**src/rtl/rf_wb_arbiter.sv**
```systemverilog
// Register-file writeback arbiter: one single-entry buffer per requester
// (ALU, MEM), oldest-first grant with round-robin tie break, registered
// write port, and a pending-writeback scoreboard.
module rf_wb_arbiter #(
  parameter int DATA_W = 16,
  parameter int ADDR_W = 4
) (
  input  logic                   clk,
  input  logic                   rst_n,
  input  logic                   alu_valid,
  input  logic [ADDR_W-1:0]      alu_addr,
  input  logic [DATA_W-1:0]      alu_data,
  output logic                   alu_ready,
  input  logic                   mem_valid,
  input  logic [ADDR_W-1:0]      mem_addr,
  input  logic [DATA_W-1:0]      mem_data,
  output logic                   mem_ready,
  input  logic                   rsv_en,
  input  logic [ADDR_W-1:0]      rsv_addr,
  output logic                   write_en,
  output logic [ADDR_W-1:0]      write_address,
  output logic [DATA_W-1:0]      data_in,
  output logic [2**ADDR_W-1:0]   pending
);

  localparam int NREG = 2**ADDR_W;

  // Buffers; *_old_q is the 1-bit age stamp: set when this entry was loaded
  // at a strictly earlier edge than the entry now held by the other buffer.
  logic              alu_full_q, alu_full_d, alu_old_q, alu_old_d;
  logic              mem_full_q, mem_full_d, mem_old_q, mem_old_d;
  logic [ADDR_W-1:0] alu_addr_q, mem_addr_q;
  logic [DATA_W-1:0] alu_data_q, mem_data_q;
  logic              rr_q, rr_d;
  logic              we_q;
  logic [ADDR_W-1:0] wa_q;
  logic [DATA_W-1:0] wd_q;
  logic [NREG-1:0]   pend_q, pend_d;

  logic gnt_alu, gnt_mem, tie, alu_hs, mem_hs;

  // Grant selection: only full buffers compete; older wins, ties use rr.
  always_comb begin
    gnt_alu = 1'b0;
    gnt_mem = 1'b0;
    tie     = 1'b0;
    if (alu_full_q && mem_full_q) begin
      if (alu_old_q && !mem_old_q)      gnt_alu = 1'b1;
      else if (mem_old_q && !alu_old_q) gnt_mem = 1'b1;
      else begin
        tie = 1'b1;
        if (!rr_q) gnt_alu = 1'b1;
        else       gnt_mem = 1'b1;
      end
    end else begin
      gnt_alu = alu_full_q;
      gnt_mem = mem_full_q;
    end
  end

  assign alu_ready = rst_n && (!alu_full_q || gnt_alu);
  assign mem_ready = rst_n && (!mem_full_q || gnt_mem);
  assign alu_hs    = alu_valid && alu_ready;
  assign mem_hs    = mem_valid && mem_ready;

  // Next-state for buffers, age stamps, rr pointer and scoreboard.
  always_comb begin
    alu_full_d = alu_hs || (alu_full_q && !gnt_alu);
    mem_full_d = mem_hs || (mem_full_q && !gnt_mem);
    alu_old_d  = alu_old_q;
    mem_old_d  = mem_old_q;
    // A fresh load is never older; an entry that survives the edge while the
    // other side loads becomes the older one.
    if (alu_hs)                                    alu_old_d = 1'b0;
    else if (mem_hs && alu_full_q && !gnt_alu)     alu_old_d = 1'b1;
    if (mem_hs)                                    mem_old_d = 1'b0;
    else if (alu_hs && mem_full_q && !gnt_mem)     mem_old_d = 1'b1;
    rr_d   = tie ? !rr_q : rr_q;
    pend_d = pend_q;
    if (gnt_alu) pend_d[alu_addr_q] = 1'b0;
    if (gnt_mem) pend_d[mem_addr_q] = 1'b0;
    if (rsv_en)  pend_d[rsv_addr]   = 1'b1;  // set wins over clear
  end

  // State registers with synchronous active-low reset.
  always_ff @(posedge clk) begin
    if (!rst_n) begin
      alu_full_q <= 1'b0;
      mem_full_q <= 1'b0;
      alu_old_q  <= 1'b0;
      mem_old_q  <= 1'b0;
      alu_addr_q <= '0;
      alu_data_q <= '0;
      mem_addr_q <= '0;
      mem_data_q <= '0;
      rr_q       <= 1'b0;
      we_q       <= 1'b0;
      wa_q       <= '0;
      wd_q       <= '0;
      pend_q     <= '0;
    end else begin
      alu_full_q <= alu_full_d;
      mem_full_q <= mem_full_d;
      alu_old_q  <= alu_old_d;
      mem_old_q  <= mem_old_d;
      rr_q       <= rr_d;
      pend_q     <= pend_d;
      if (alu_hs) begin
        alu_addr_q <= alu_addr;
        alu_data_q <= alu_data;
      end
      if (mem_hs) begin
        mem_addr_q <= mem_addr;
        mem_data_q <= mem_data;
      end
      we_q <= gnt_alu || gnt_mem;
      if (gnt_alu) begin
        wa_q <= alu_addr_q;
        wd_q <= alu_data_q;
      end else if (gnt_mem) begin
        wa_q <= mem_addr_q;
        wd_q <= mem_data_q;
      end
    end
  end

  assign write_en      = we_q;
  assign write_address = wa_q;
  assign data_in       = wd_q;
  assign pending       = pend_q;

endmodule

```
**config.mk**
```make
export PLATFORM = sky130hd
export DESIGN_NAME = rf_wb_arbiter
export DESIGN_NICKNAME = d
export VERILOG_FILES = /design/src/rtl/rf_wb_arbiter.sv
export SDC_FILE = /design/constraint.sdc
export NUM_CORES = 1
export LEC_CHECK = 0
export BUFFER_PORTS_ARGS = -buffer_cell sky130_fd_sc_hd__buf_2
export CORE_ASPECT_RATIO = 0.75
export CORE_UTILIZATION = 50
export DETAILED_ROUTE_END_ITERATION = 12
export HOLD_SLACK_MARGIN = 0.06
export PLACE_DENSITY = 0.76
export SYNTH_ARGS = -nofsm -noshare
export SYNTH_HDL_FRONTEND = slang
export SYNTH_SLANG_ARGS = --single-unit
```
**constraint.sdc**
```tcl
create_clock -name clk -period 1.9 [get_ports clk]
set_input_delay 0.57 -clock clk [delete_from_list [all_inputs] [get_ports clk]]
set_output_delay 0.57 -clock clk [all_outputs]
set_load 0.02 [all_outputs]
```
# Word level (Yosys, flattened, before mapping)
# Cells that the tools add are included.
dict set report word_totals {
  reg_bits 82
  in_bits 49
  output_inout_bits 39
  wordCells 80
}
dict set report op_classes {
  n_lt_le_gt_ge 6
  muxes 24
  bitwise_logic 6
  n_reduce_logical 31
}
# op n
set op_table {}
lappend op_table {{2-to-1 mux 16 bit} 5}
lappend op_table {{bitwise AND 16 bit} 2}
lappend op_table {{NOT 16 bit} 2}
lappend op_table {{logical AND 1 bit} 16}
lappend op_table {{OR 16 bit} 1}
lappend op_table {{< comparator 4 x 5 -> 1 bit (second input constant)} 3}
lappend op_table {{2-to-1 mux 1 bit} 14}
lappend op_table {{demux 1 bit (select 4 bit)} 3}
lappend op_table {{greater-or-equal comparator 4 x 1 -> 1 bit (second input constant)} 3}
lappend op_table {{2-to-1 mux 4 bit} 2}
lappend op_table {{logical NOT 1 bit} 7}
lappend op_table {{logical OR 1 bit} 5}
lappend op_table {{OR reduction 2 bit} 2}
lappend op_table {{nonzero test 2 bit} 1}
lappend op_table {{NOT 1 bit} 1}

# Logic depth before layout (Yosys ltp)
# Gate-level depths: netlist of the first run.
dict set report logic_depth {
  word_depth 11
  depth_mapped 7
  ltp_nobuf 6
}

# Worst setup path after synthesis of the first run
# No wires, ideal clock.
dict set report synth_path {
  path_type {in2out}
  from {input port rst_n}
  to {output port alu_ready}
  t_arrival_ns 1.326
  required_time_ns 1.330
  path_slack_ns 0.004
  stages 4
  path_buffers 2
  cell_sequence {buf_2 -> inv_1 -> buf_1 -> nor2_1}
}
dict set report synth_between {
  elab_chain_cells 1
}
# item line_no
set synth_rtl {}
lappend synth_rtl {{from (decl)} 9} ;# input logic rst_n,
lappend synth_rtl {{logical AND 1 bit} 61} ;# assign alu_ready = rst_n && (!alu_full_q || gnt_alu);
lappend synth_rtl {{to (decl)} 13} ;# output logic alu_ready,
# No other way between the ends.

# Final worst setup path of the first run
dict set report layout_path {
  from {register alu_old_q}
  to {output port mem_ready}
}
dict set report layout_between {
  elab_chain_cells 7
  elab_cells_between_ends 8
  cone_classes {mux: 3; reduce/logical: 5}
}
# item line_no
set layout_rtl {}
lappend layout_rtl {{from (decl)} 30} ;# logic alu_full_q, alu_full_d, alu_old_q, alu_old_d;
lappend layout_rtl {{from (signal assigned)} 104} ;# alu_old_q <= alu_old_d;
lappend layout_rtl {{logical NOT 1 bit} 49} ;# else if (mem_old_q && !alu_old_q) gnt_mem = 1'b1;
lappend layout_rtl {{logical AND 1 bit} 49}
lappend layout_rtl {{2-to-1 mux 1 bit} 49}
lappend layout_rtl {{2-to-1 mux 1 bit *} 48} ;# if (alu_old_q && !mem_old_q) gnt_alu = 1'b1;
lappend layout_rtl {{2-to-1 mux 1 bit *} 47} ;# if (alu_full_q && mem_full_q) begin
lappend layout_rtl {{logical OR 1 bit *} 62} ;# assign mem_ready = rst_n && (!mem_full_q || gnt_mem);
lappend layout_rtl {{logical AND 1 bit *} 62}
lappend layout_rtl {{to (decl)} 17} ;# output logic mem_ready,
# Every way passes the cells marked *; elsewhere a longest branch is shown, timed or not.

==> metrics.json, run 1 <==
{
  "seqPwrFrac_pct": 54.1,
  "htree_num_levels": 3,
  "tightestPinTransition_ps": 950,
  "grt_pass1_wl_um": 13900,
  "drt_iter0_drc": 265,
  "fillerInstances": 585,
  "worst_r2r_endpoint": "pending[4]$_SDFF_PN0_",
  "synth_seq_area_share_pct": 46.6,
  "synth_top_family_by_area": "compound AO/OA/AOI/OAI gates",
  "combinationalPowerShare_pct": 13.6,
  "ff2ff_setup_slack_ps": 100,
  "grt_antenna_before_repair": 0,
  "worst_setup_path_startpoint": "alu_old_q$_SDFFE_PP0P_",
  "postRouteWirelength_um": 8710,
  "cts_hold_buf": 0,
  "dr_wl_met3_um": 594,
  "numCtsBuffers": 9,
  "reg2reg_from": "alu_old_q$_SDFFE_PP0P_",
  "routed.top_layer": "met4",
  "tritoncts": "done",
  "gate_count_of_the_mapped_netlist": 419,
  "globalRoute.totalOverflow": 0,
  "report.final.setup_viol": 2,
  "crit_path_max_fanout": 3,
  "detail-route-antenna-nets": 0,
  "min_delay_path_depth": 2,
  "floorplan.initialDensity_pct": 51.8,
  "max_cap_violations": 0,
  "cp-start-kind": "flip-flop",
  "share_of_async_settable_or_async_resettable_flops_after_synthesis_pct": 0,
  "endpoint": "mem_ready",
  "rr_worst_depth": 8,
  "timing.fmax_ghz": 0.505,
  "routed_wire_length_per_instance_um": 14.7,
  "routed-wl-met2_um": 3940,
  "avgViaCountPerCell": 5.46,
  "route.layer.met1.wl_um": 4060,
  "status": "finished with violations",
  "post_synth_and_or_nand_nor_area_fraction_pct": 15.2,
  "clock_insertion_delay_worst_skew_ps": 360,
  "synth_compound_area_share_pct": 22.1,
  "globalplace.congestion": 0.887,
  "clock-skew-final_ps": 9.75,
  "avgSynthCellArea_sq_um": 8.41,
  "fp.dieW_um": 98.9,
  "ctsLongestPathBuffers": 2,
  "hold_path_class": "reg2reg",
  "yosys-top-cells-area": "dfxtp_1 (47%), o21ai_0 (7.0%), nand3_1 (6.5%), mux2i_1 (5.7%), inv_1 (4.8%)",
  "final_layout_size_suffix_gt1_share_pct": 28.3,
  "finalCritPeriodShare_pct": 104,
  "syn-cell-area_sq_um": 3520,
  "worst-endpoint-required_ps": 1330,
  "min_clock_period_post_route_ps": 1980,
  "num-nets-final": 554,
  "yosys_most_used_dff": "dfxtp_1",
  "first_global_vias": 2945,
  "vdd_ir_drop_max_uv": 474,
  "clock_power_share_pct": 32.4,
  "grt_setup_unrepaired": "yes",
  "antennaDiodeCount": 0,
  "synth_seq_cells": 82,
  "synth_area_leader_cell": "dfxtp_1",
  "first_pass_iters": 7,
  "boundaryPins": 88,
  "cts_root_buf": "clkbuf_8",
  "hold_viol": 0,
  "worstPathArrival_ps": 1410,
  "timing.critical_path.to_type": "output pin",
  "area_growth_pct": 23.7,
  "power.static_leakage_nw": 1.98,
  "yosys-mux-area-fraction_pct": 5.68,
  "fin_cells": 592,
  "synth_enable_flop_cells": 0,
  "final_routed_drc_violation_total": 0,
  "dr_total_vias": 3234,
  "setup_ws_ps": -80.7,
  "max_slew_margin_vs_limit_pct": 36.6,
  "total_switching_power_w": 0.000978,
  "failing_checks": "setup timing",
  "core_area_sq_um": 6800,
  "yosysWarningCount": 0,
  "synth_area_in_adders_pct": 0.710,
  "post_synth_xor_area_fraction_pct": 0.249,
  "portBuffers": 87,
  "cts_sinks": 82,
  "hpwlAfterDp_um": 6010,
  "netlist.area_leader.share_pct": 46.6,
  "synthTopCellsByCount": "dfxtp_1 (82), o21ai_0 (49), nand3_1 (46)",
  "clock_transition_at_the_registers_of_the_reported_paths_ps": 80,
  "intPower_w": 0.00252,
  "leading_cell_type_by_number_of_instances_after_synthesis": "dfxtp_1",
  "total_power_divided_by_cell_area_nw_per_um2": 802,
  "slew_viol_final": 0,
  "hold-worst-slack_ps": 445,
  "synth_fp_nets": 470,
  "grt_use_total_pct": 24.5,
  "place.detailed.instances": 572,
  "grt_start_max_net_pins": 44,
  "netlist-cell-type-count": 41,
  "die_y_um": 74.7,
  "criticalPathCategory": "reg2out",
  "post-place-ws_ps": 27.6,
  "die_area_sq_um": 7390,
  "rows": 26,
  "netSwitchingFraction_pct": 28.0
}
layer usage:
metal  vias up  global-route usage (%)
li1       1623                       -
met1      1477                    32.4
met2       119                    39.3
met3        15                    7.06
met4         0                    7.79
met5         -                       0
power groups by stage:
stage	Sequential (W)	Clock [W]	Combinational, W
final	0.00189	0.00113	0.000474
after global routing	0.00190	0.00124	0.000523
after CTS	0.00189	0.00115	0.000456
after detailed placement	0.00193	0	0.000446
after global placement	0.00192	0	0.000435
after floorplan	0.00193	0	0.000269
timing repair:
action                                  4_1_cts  5_1_grt
gates resized for setup                      15        5
buffers inserted                              2        1
endpoints found under the setup margin        2       17
cloned                                        0        1
pin swaps                                     4        2
worst max-delay path: stages, from the launching register on:
cell and delay, ps:
dfxtp_2 360, inv_2 50, ha_4 160, o21ba_4 210, nor2_4 90, nor2_2 40
buf_4 150
state kept, by name (all words and copies together), names as in the netlist:
name	flops
mem_old_q	1
write_address	4
mem_full_q	1
mem_data_q	16
write_en	1
pending	16
alu_full_q	1
data_in	16
alu_addr_q	4
mem_addr_q	4
rr_q	1
alu_data_q	16
alu_old_q	1
placed cells by master, fill, tap and decap left out, types with 3 or more instances in the layout:
master	n
buf_2	85
dfxtp_1	79
o21ai_0	48
nand3_1	46
inv_1	43
nand2_1	38
o21ai_1	26
mux2i_1	20
a221oi_1	16
buf_4	15
nor2_1	10
clkbuf_8	10
a21oi_1	7
nand2b_1	4
a211oi_1	4
o41ai_1	4
buf_12	4
inv_2	3
clkinvlp_4	3
final cells by class:
class                   count  area, sq um  area share, %
flip-flops and latches     82         1650           37.8
multi-input cells         258         1610           36.8
repair buffers            106          654           15.0
inverters                  46          173           3.96
clock buffers              12          145           3.33
well taps                  84          105           2.41
clock inverters             4         27.5          0.632
metrics by stage:
| step | setup TNS (ps) | area [sq um] | util [%] | power [W] |
|---|---|---|---|---|
| 6_report | -158 | 4360 | 64.1 | 0.00350 |
| 5_1_grt | -317 | 4360 | 64.1 | 0.00367 |
| 4_1_cts | -211 | 4300 | 63.2 | 0.00350 |
| 3_5_place_dp | 0 | 4060 | 59.8 | 0.00238 |
| 3_3_place_gp | 0 | 4060 | 59.8 | 0.00236 |
| 2_1_floorplan | 0 | 3520 | - | 0.00220 |
worst min path at each step:
stage	start	end	slack, ps
6_report	data_in[6]$_SDFFE_PN0P_	data_in[6]$_SDFFE_PN0P_	450
5_1_grt	mem_data[8]	mem_data_q[8]$_SDFFE_PN0P_	450
4_1_cts	mem_data[13]	mem_data_q[13]$_SDFFE_PN0P_	440
3_5_place_dp	data_in[6]$_SDFFE_PN0P_	data_in[6]$_SDFFE_PN0P_	440
3_3_place_gp	data_in[0]$_SDFFE_PN0P_	data_in[0]$_SDFFE_PN0P_	440
2_1_floorplan	mem_data_q[11]$_SDFFE_PN0P_	mem_data_q[11]$_SDFFE_PN0P_	440
cell families (layout without fill, tap and decap cells):
| kind of cell | Yosys count | after routing |
|---|---|---|
| xor gates and xnor gates | 1 | 1 |
| DFF | 82 | 82 |
| and+or+nand+nor | 113 | 113 |
| AOI/OAI and AO/OA | 122 | 122 |
| adders and majority gates | 2 | 2 |
| buffers and inverters | 79 | 168 |
| muxes | 20 | 20 |
(Power assumes the default switching activity.)
==> run 2: changes to the inputs <==
- BUFFER_PORTS_ARGS: -buffer_cell sky130_fd_sc_hd__buf_2 -> not set
- CELL_PAD_IN_SITES_DETAIL_PLACEMENT: not set -> 0
- CELL_PAD_IN_SITES_GLOBAL_PLACEMENT: not set -> 1
- CORE_UTILIZATION: 50 -> 46
- DONT_BUFFER_PORTS: not set -> 1
- PLACE_DENSITY: 0.76 -> not set
- PLACE_DENSITY_LB_ADDON: not set -> 0.1
==> metrics.json, run 2 (same netlist as run 1, synthesis figures left out) <==
{
  "worstPathArrival_ps": 1400,
  "worst_hold_startpoint": "mem_data[12]",
  "criticalPathCategory": "reg2out",
  "area_growth_pct": 13.2,
  "timing.critical_path.to_type": "output pin",
  "reg2reg_from": "mem_old_q$_SDFFE_PP0P_",
  "cp_top_family": "flip-flops",
  "core_area_sq_um": 7360,
  "slew_viol_final": 0,
  "failing_checks": "setup timing",
  "tritoncts": "done",
  "grt_setup_unrepaired": "yes",
  "max_cap_violations": 0,
  "grt_start_max_net_pins": 45,
  "critical_path.n_buffers_inverters": 2,
  "num-nets-final": 472,
  "max_slew_margin_vs_limit_pct": 35.2,
  "final_layout_size_suffix_gt1_share_pct": 14.8,
  "drt_iter0_drc": 164,
  "clock-skew-final_ps": 8.80,
  "numCtsBuffers": 9,
  "clock_transition_at_the_registers_of_the_reported_paths_ps": 90,
  "finalCritPeriodShare_pct": 104,
  "worst-endpoint-required_ps": 1330,
  "clock_insertion_delay_worst_skew_ps": 340,
  "globalRoute.totalOverflow": 0,
  "most-common-layout-cells": "dfxtp_1 (79), o21ai_0 (48), nand3_1 (46)",
  "ff2ff_setup_slack_ps": 80,
  "die_y_um": 77.8,
  "grt_antenna_before_repair": 0,
  "boundaryPins": 88,
  "globalplace.congestion": 0.811,
  "postRouteWirelength_um": 8230,
  "timing.fmax_ghz": 0.507,
  "cts_root_buf": "clkbuf_8",
  "dr_total_vias": 2815,
  "cts_hold_buf": 0,
  "power.total_w": 0.00357,
  "hpwlAfterDp_um": 5710,
  "worst_r2r_endpoint": "data_in[4]$_SDFFE_PN0P_",
  "floorplan.initialDensity_pct": 47.8,
  "hold_viol": 0,
  "worstHoldEndpoint": "mem_data_q[12]$_SDFFE_PN0P_",
  "detail-route-antenna-nets": 0,
  "critical-path-slowest-cell": "dfxtp_4",
  "cpPeakStageDelay_ps": 380,
  "report.final.setup_viol": 2,
  "layout_commonest_cell": "dfxtp_1",
  "power.static_leakage_nw": 1.62,
  "vdd_ir_drop_max_uv": 448,
  "avgViaCountPerCell": 5.34,
  "crit_path_max_fanout": 3,
  "routed_wire_length_per_instance_um": 15.6,
  "min_delay_path_depth": 2,
  "first_pass_iters": 4,
  "fp.dieW_um": 103,
  "cp_cell_sequence": "inv_4, ha_4, o21bai_4, nor2_4, nor2_1, buf_4",
  "portBuffers": 0,
  "ctsLongestPathBuffers": 2,
  "postLayoutCoreUtil_pct": 54.1,
  "seq_area_sq_um": 1650,
  "status": "finished with violations",
  "min_clock_period_post_route_ps": 1970,
  "first_global_vias": 2656,
  "total_power_divided_by_cell_area_nw_per_um2": 896,
  "grt_pass1_wl_um": 13200,
  "antennaDiodeCount": 0,
  "tightestPinTransition_ps": 972,
  "cp-start-kind": "flip-flop",
  "htree_num_levels": 3,
  "cts_sinks": 82,
  "fillerInstances": 727,
  "hold_path_class": "in2reg",
  "post-place-ws_ps": 82.3,
  "final_routed_drc_violation_total": 0,
  "rows": 27,
  "rr_worst_depth": 8,
  "setup_ws_ps": -71.6,
  "hold-worst-slack_ps": 352,
  "grt_use_total_pct": 21.5,
  "die_area_sq_um": 8020,
  "multi_input_gate_area_in_the_final_layout_sq_um": 1610
}
## run 2: layout make-up
cell class	count	share of cell area, %
flip-flops and latches	82	41.4
multi-input cells	258	40.4
inverters	46	4.46
clock inverters	6	1.76
clock buffers	10	3.45
well taps	101	3.17
repair buffers	24	5.43
## run 2: worst max-delay path by stage
| stage | start | to | slack, ps | depth (start not counted) |
|---|---|---|---|---|
| after detailed placement | alu_old_q$_SDFFE_PP0P_ | alu_ready | 80 | 6 |
| after global routing | alu_old_q$_SDFFE_PP0P_ | mem_ready | -150 | 6 |
| after floorplan | rst_n | alu_ready | 4 | 4 |
| final | mem_old_q$_SDFFE_PP0P_ | alu_ready | -70 | 6 |
| after global placement | alu_old_q$_SDFFE_PP0P_ | alu_ready | 100 | 6 |
| after CTS | alu_old_q$_SDFFE_PP0P_ | mem_ready | -120 | 6 |
## run 2: per-stage QoR
stage	instance area (sq um)	TNS, ps	cells
after global routing	3990	-322	527
after global placement	3680	0	508
after CTS	3960	-202	526
after floorplan	3520	0	419
after detailed placement	3680	0	508
final	3990	-143	527
## run 2: repair_timing
item,in CTS,in global routing
setup endpoints to repair,2,9
resized for setup,16,7
buffers inserted,2,1
pin swaps,6,8
## run 2: routing by layer
layer  track usage (%)  routed length (um)  share of wire [%]
met5                 0                   0                  0
met4              4.79                  37               0.45
met3              8.02                 498                6.1
met2              32.5                3570                 43
met1              28.9                4130                 50
## run 2: power by group
part / switching [W] / leakage, nW / internal [W] / total (W)
combinational: 0.000187 / 0.839 / 0.000140 / 0.000327
clock: 0.000661 / 0.108 / 0.000661 / 0.00132
sequential: 0.000113 / 0.674 / 0.00181 / 0.00192
## run 2: worst register-to-register path: stages (launching register included)
cell,delay (ps)
dfxtp_4,380
inv_4,40
ha_4,150
o21bai_4,170
buf_4,180
o21ai_4,260
buf_4,230
mux2i_1,210
o21ai_1,70
==> run 3: changes to the inputs <==
- TNS_END_PERCENT: not set -> 10
==> metrics.json, run 3 (same netlist as run 1, synthesis figures left out) <==
{
  "total_power_divided_by_cell_area_nw_per_um2": 899,
  "grt_antenna_before_repair": 0,
  "min_clock_period_post_route_ps": 1980,
  "portBuffers": 0,
  "worst-endpoint-required_ps": 1330,
  "failing_checks": "setup timing",
  "htree_num_levels": 3,
  "rows": 27,
  "worst_r2r_endpoint": "write_address[2]$_SDFFE_PN0P_",
  "report.final.setup_viol": 2,
  "grt_pass1_wl_um": 13200,
  "fillerInstances": 730,
  "clock_insertion_delay_worst_skew_ps": 340,
  "worstHoldEndpoint": "mem_data_q[12]$_SDFFE_PN0P_",
  "die_area_sq_um": 8020,
  "cp-start-kind": "flip-flop",
  "power.static_leakage_nw": 1.61,
  "cp_top_family": "flip-flops",
  "tritoncts": "done",
  "area_growth_pct": 12.8,
  "slew_viol_final": 0,
  "layout_commonest_cell": "dfxtp_1",
  "core_area_sq_um": 7360,
  "postRouteWirelength_um": 8210,
  "multi_input_gate_area_in_the_final_layout_sq_um": 1610,
  "final_layout_size_suffix_gt1_share_pct": 14.6,
  "vdd_ir_drop_max_uv": 448,
  "finalCritPeriodShare_pct": 104,
  "num-nets-final": 471,
  "cts_root_buf": "clkbuf_8",
  "status": "finished with violations",
  "worstPathArrival_ps": 1410,
  "fp.dieW_um": 103,
  "cts_sinks": 82,
  "critical_path.n_buffers_inverters": 2,
  "detail-route-antenna-nets": 0,
  "critical-path-slowest-cell": "dfxtp_4",
  "fin_cells": 526,
  "worst_setup_path_startpoint": "alu_old_q$_SDFFE_PP0P_",
  "criticalPathCategory": "reg2out",
  "drt_iter0_drc": 152,
  "antennaDiodeCount": 0,
  "timing.fmax_ghz": 0.506,
  "reg2reg_from": "mem_old_q$_SDFFE_PP0P_",
  "ff2ff_setup_slack_ps": 80,
  "tightestPinTransition_ps": 969,
  "grt_use_total_pct": 21.5,
  "floorplan.initialDensity_pct": 47.8,
  "globalplace.congestion": 0.811,
  "tns_ps": -130,
  "worst_hold_startpoint": "mem_data[12]",
  "routed_wire_length_per_instance_um": 15.6,
  "grt_setup_unrepaired": "yes",
  "most-common-layout-cells": "dfxtp_1 (79), o21ai_0 (48), nand3_1 (46)",
  "first_pass_iters": 5,
  "ctsLongestPathBuffers": 2,
  "place.detailed.instances": 508,
  "crit_path_max_fanout": 3,
  "max_cap_violations": 0,
  "setup_ws_ps": -75.6,
  "seq_area_sq_um": 1650,
  "numCtsBuffers": 9,
  "globalRoute.totalOverflow": 0,
  "clock_transition_at_the_registers_of_the_reported_paths_ps": 90,
  "die_y_um": 77.8,
  "final_routed_drc_violation_total": 0,
  "avgViaCountPerCell": 5.35,
  "hpwlAfterDp_um": 5710,
  "power.total_w": 0.00357,
  "min_delay_path_depth": 2,
  "dr_total_vias": 2816,
  "timing.critical_path.to_type": "output pin",
  "clock-skew-final_ps": 9.10,
  "hold_path_class": "in2reg",
  "hold_viol": 0,
  "rr_worst_depth": 8,
  "cp_cell_sequence": "inv_4, ha_4, o21ba_4, nor2_4, nor2_2, buf_6",
  "boundaryPins": 88,
  "grt_start_max_net_pins": 45,
  "max_slew_margin_vs_limit_pct": 35.4,
  "first_global_vias": 2656,
  "cpPeakStageDelay_ps": 390
}
run 3: changes by cell type in the layout (fill, tap and decap cells not counted):
cell and change:
buf_6 -1, inv_4 -1, inv_2 +1
run 3: worst register-to-register path: cells and delay by family (launching register included):
family	cells	cell delay [ps]
adder cells (fa/ha/maj)	1	150
flip-flops	1	370
AO/OA/AOI/OAI	3	490
multiplexers	1	200
buffers and inverters	3	450
run 3: how the worst max path moves through the flow:
stage                           end  cells past startpoint
after floorplan           alu_ready                      4
after global placement    alu_ready                      6
after detailed placement  alu_ready                      6
after CTS                 mem_ready                      6
after global routing      mem_ready                      6
final                     mem_ready                      6
run 3: power by group:
part | switching (W) | internal [W] | total, W | leakage (nW)
clock network | 0.000662 | 0.000661 | 0.00132 | 0.108
logic | 0.000187 | 0.000139 | 0.000325 | 0.830
registers | 0.000113 | 0.00181 | 0.00192 | 0.674
total | 0.000961 | 0.00261 | 0.00357 | 1.61
run 3: repair_timing:
| action | CTS | global route |
|---|---|---|
| setup endpoints to repair | 2 | 9 |
| pin swaps | 6 | 4 |
| setup buffers | 2 | 0 |
| cloned | 0 | 0 |
| hold buffers | 0 | 0 |
| resized for setup | 16 | 5 |
run 3: routing by layer:
metal / track usage, % / vias to the layer above / share of wire [%]
li1: - / 1457 / -
met1: 28.9 / 1276 / 49
met2: 32.5 / 79 / 43
met3: 8.02 / 4 / 7.0
met4: 4.79 / 0 / 0.83
met5: 0 / - / 0
run 3: layout make-up:
cell class	count	area share, %
inverter	46	4.41
timing repair buffer	23	5.16
tap	101	3.18
sequential	82	41.5
clock buffer	10	3.46
multi-input combinational	258	40.5
clock inverter	6	1.76
run 3: per-stage QoR:
stage	hold WS, ps	setup WS (ps)	utilization (%)	cell area (sq um)
2_1_floorplan	440	3.99	-	3520
3_3_place_gp	448	105	50.0	3680
3_5_place_dp	457	82.3	50.0	3680
4_1_cts	334	-117	53.7	3960
5_1_grt	341	-154	54.0	3970
6_report	350	-75.6	54.0	3970
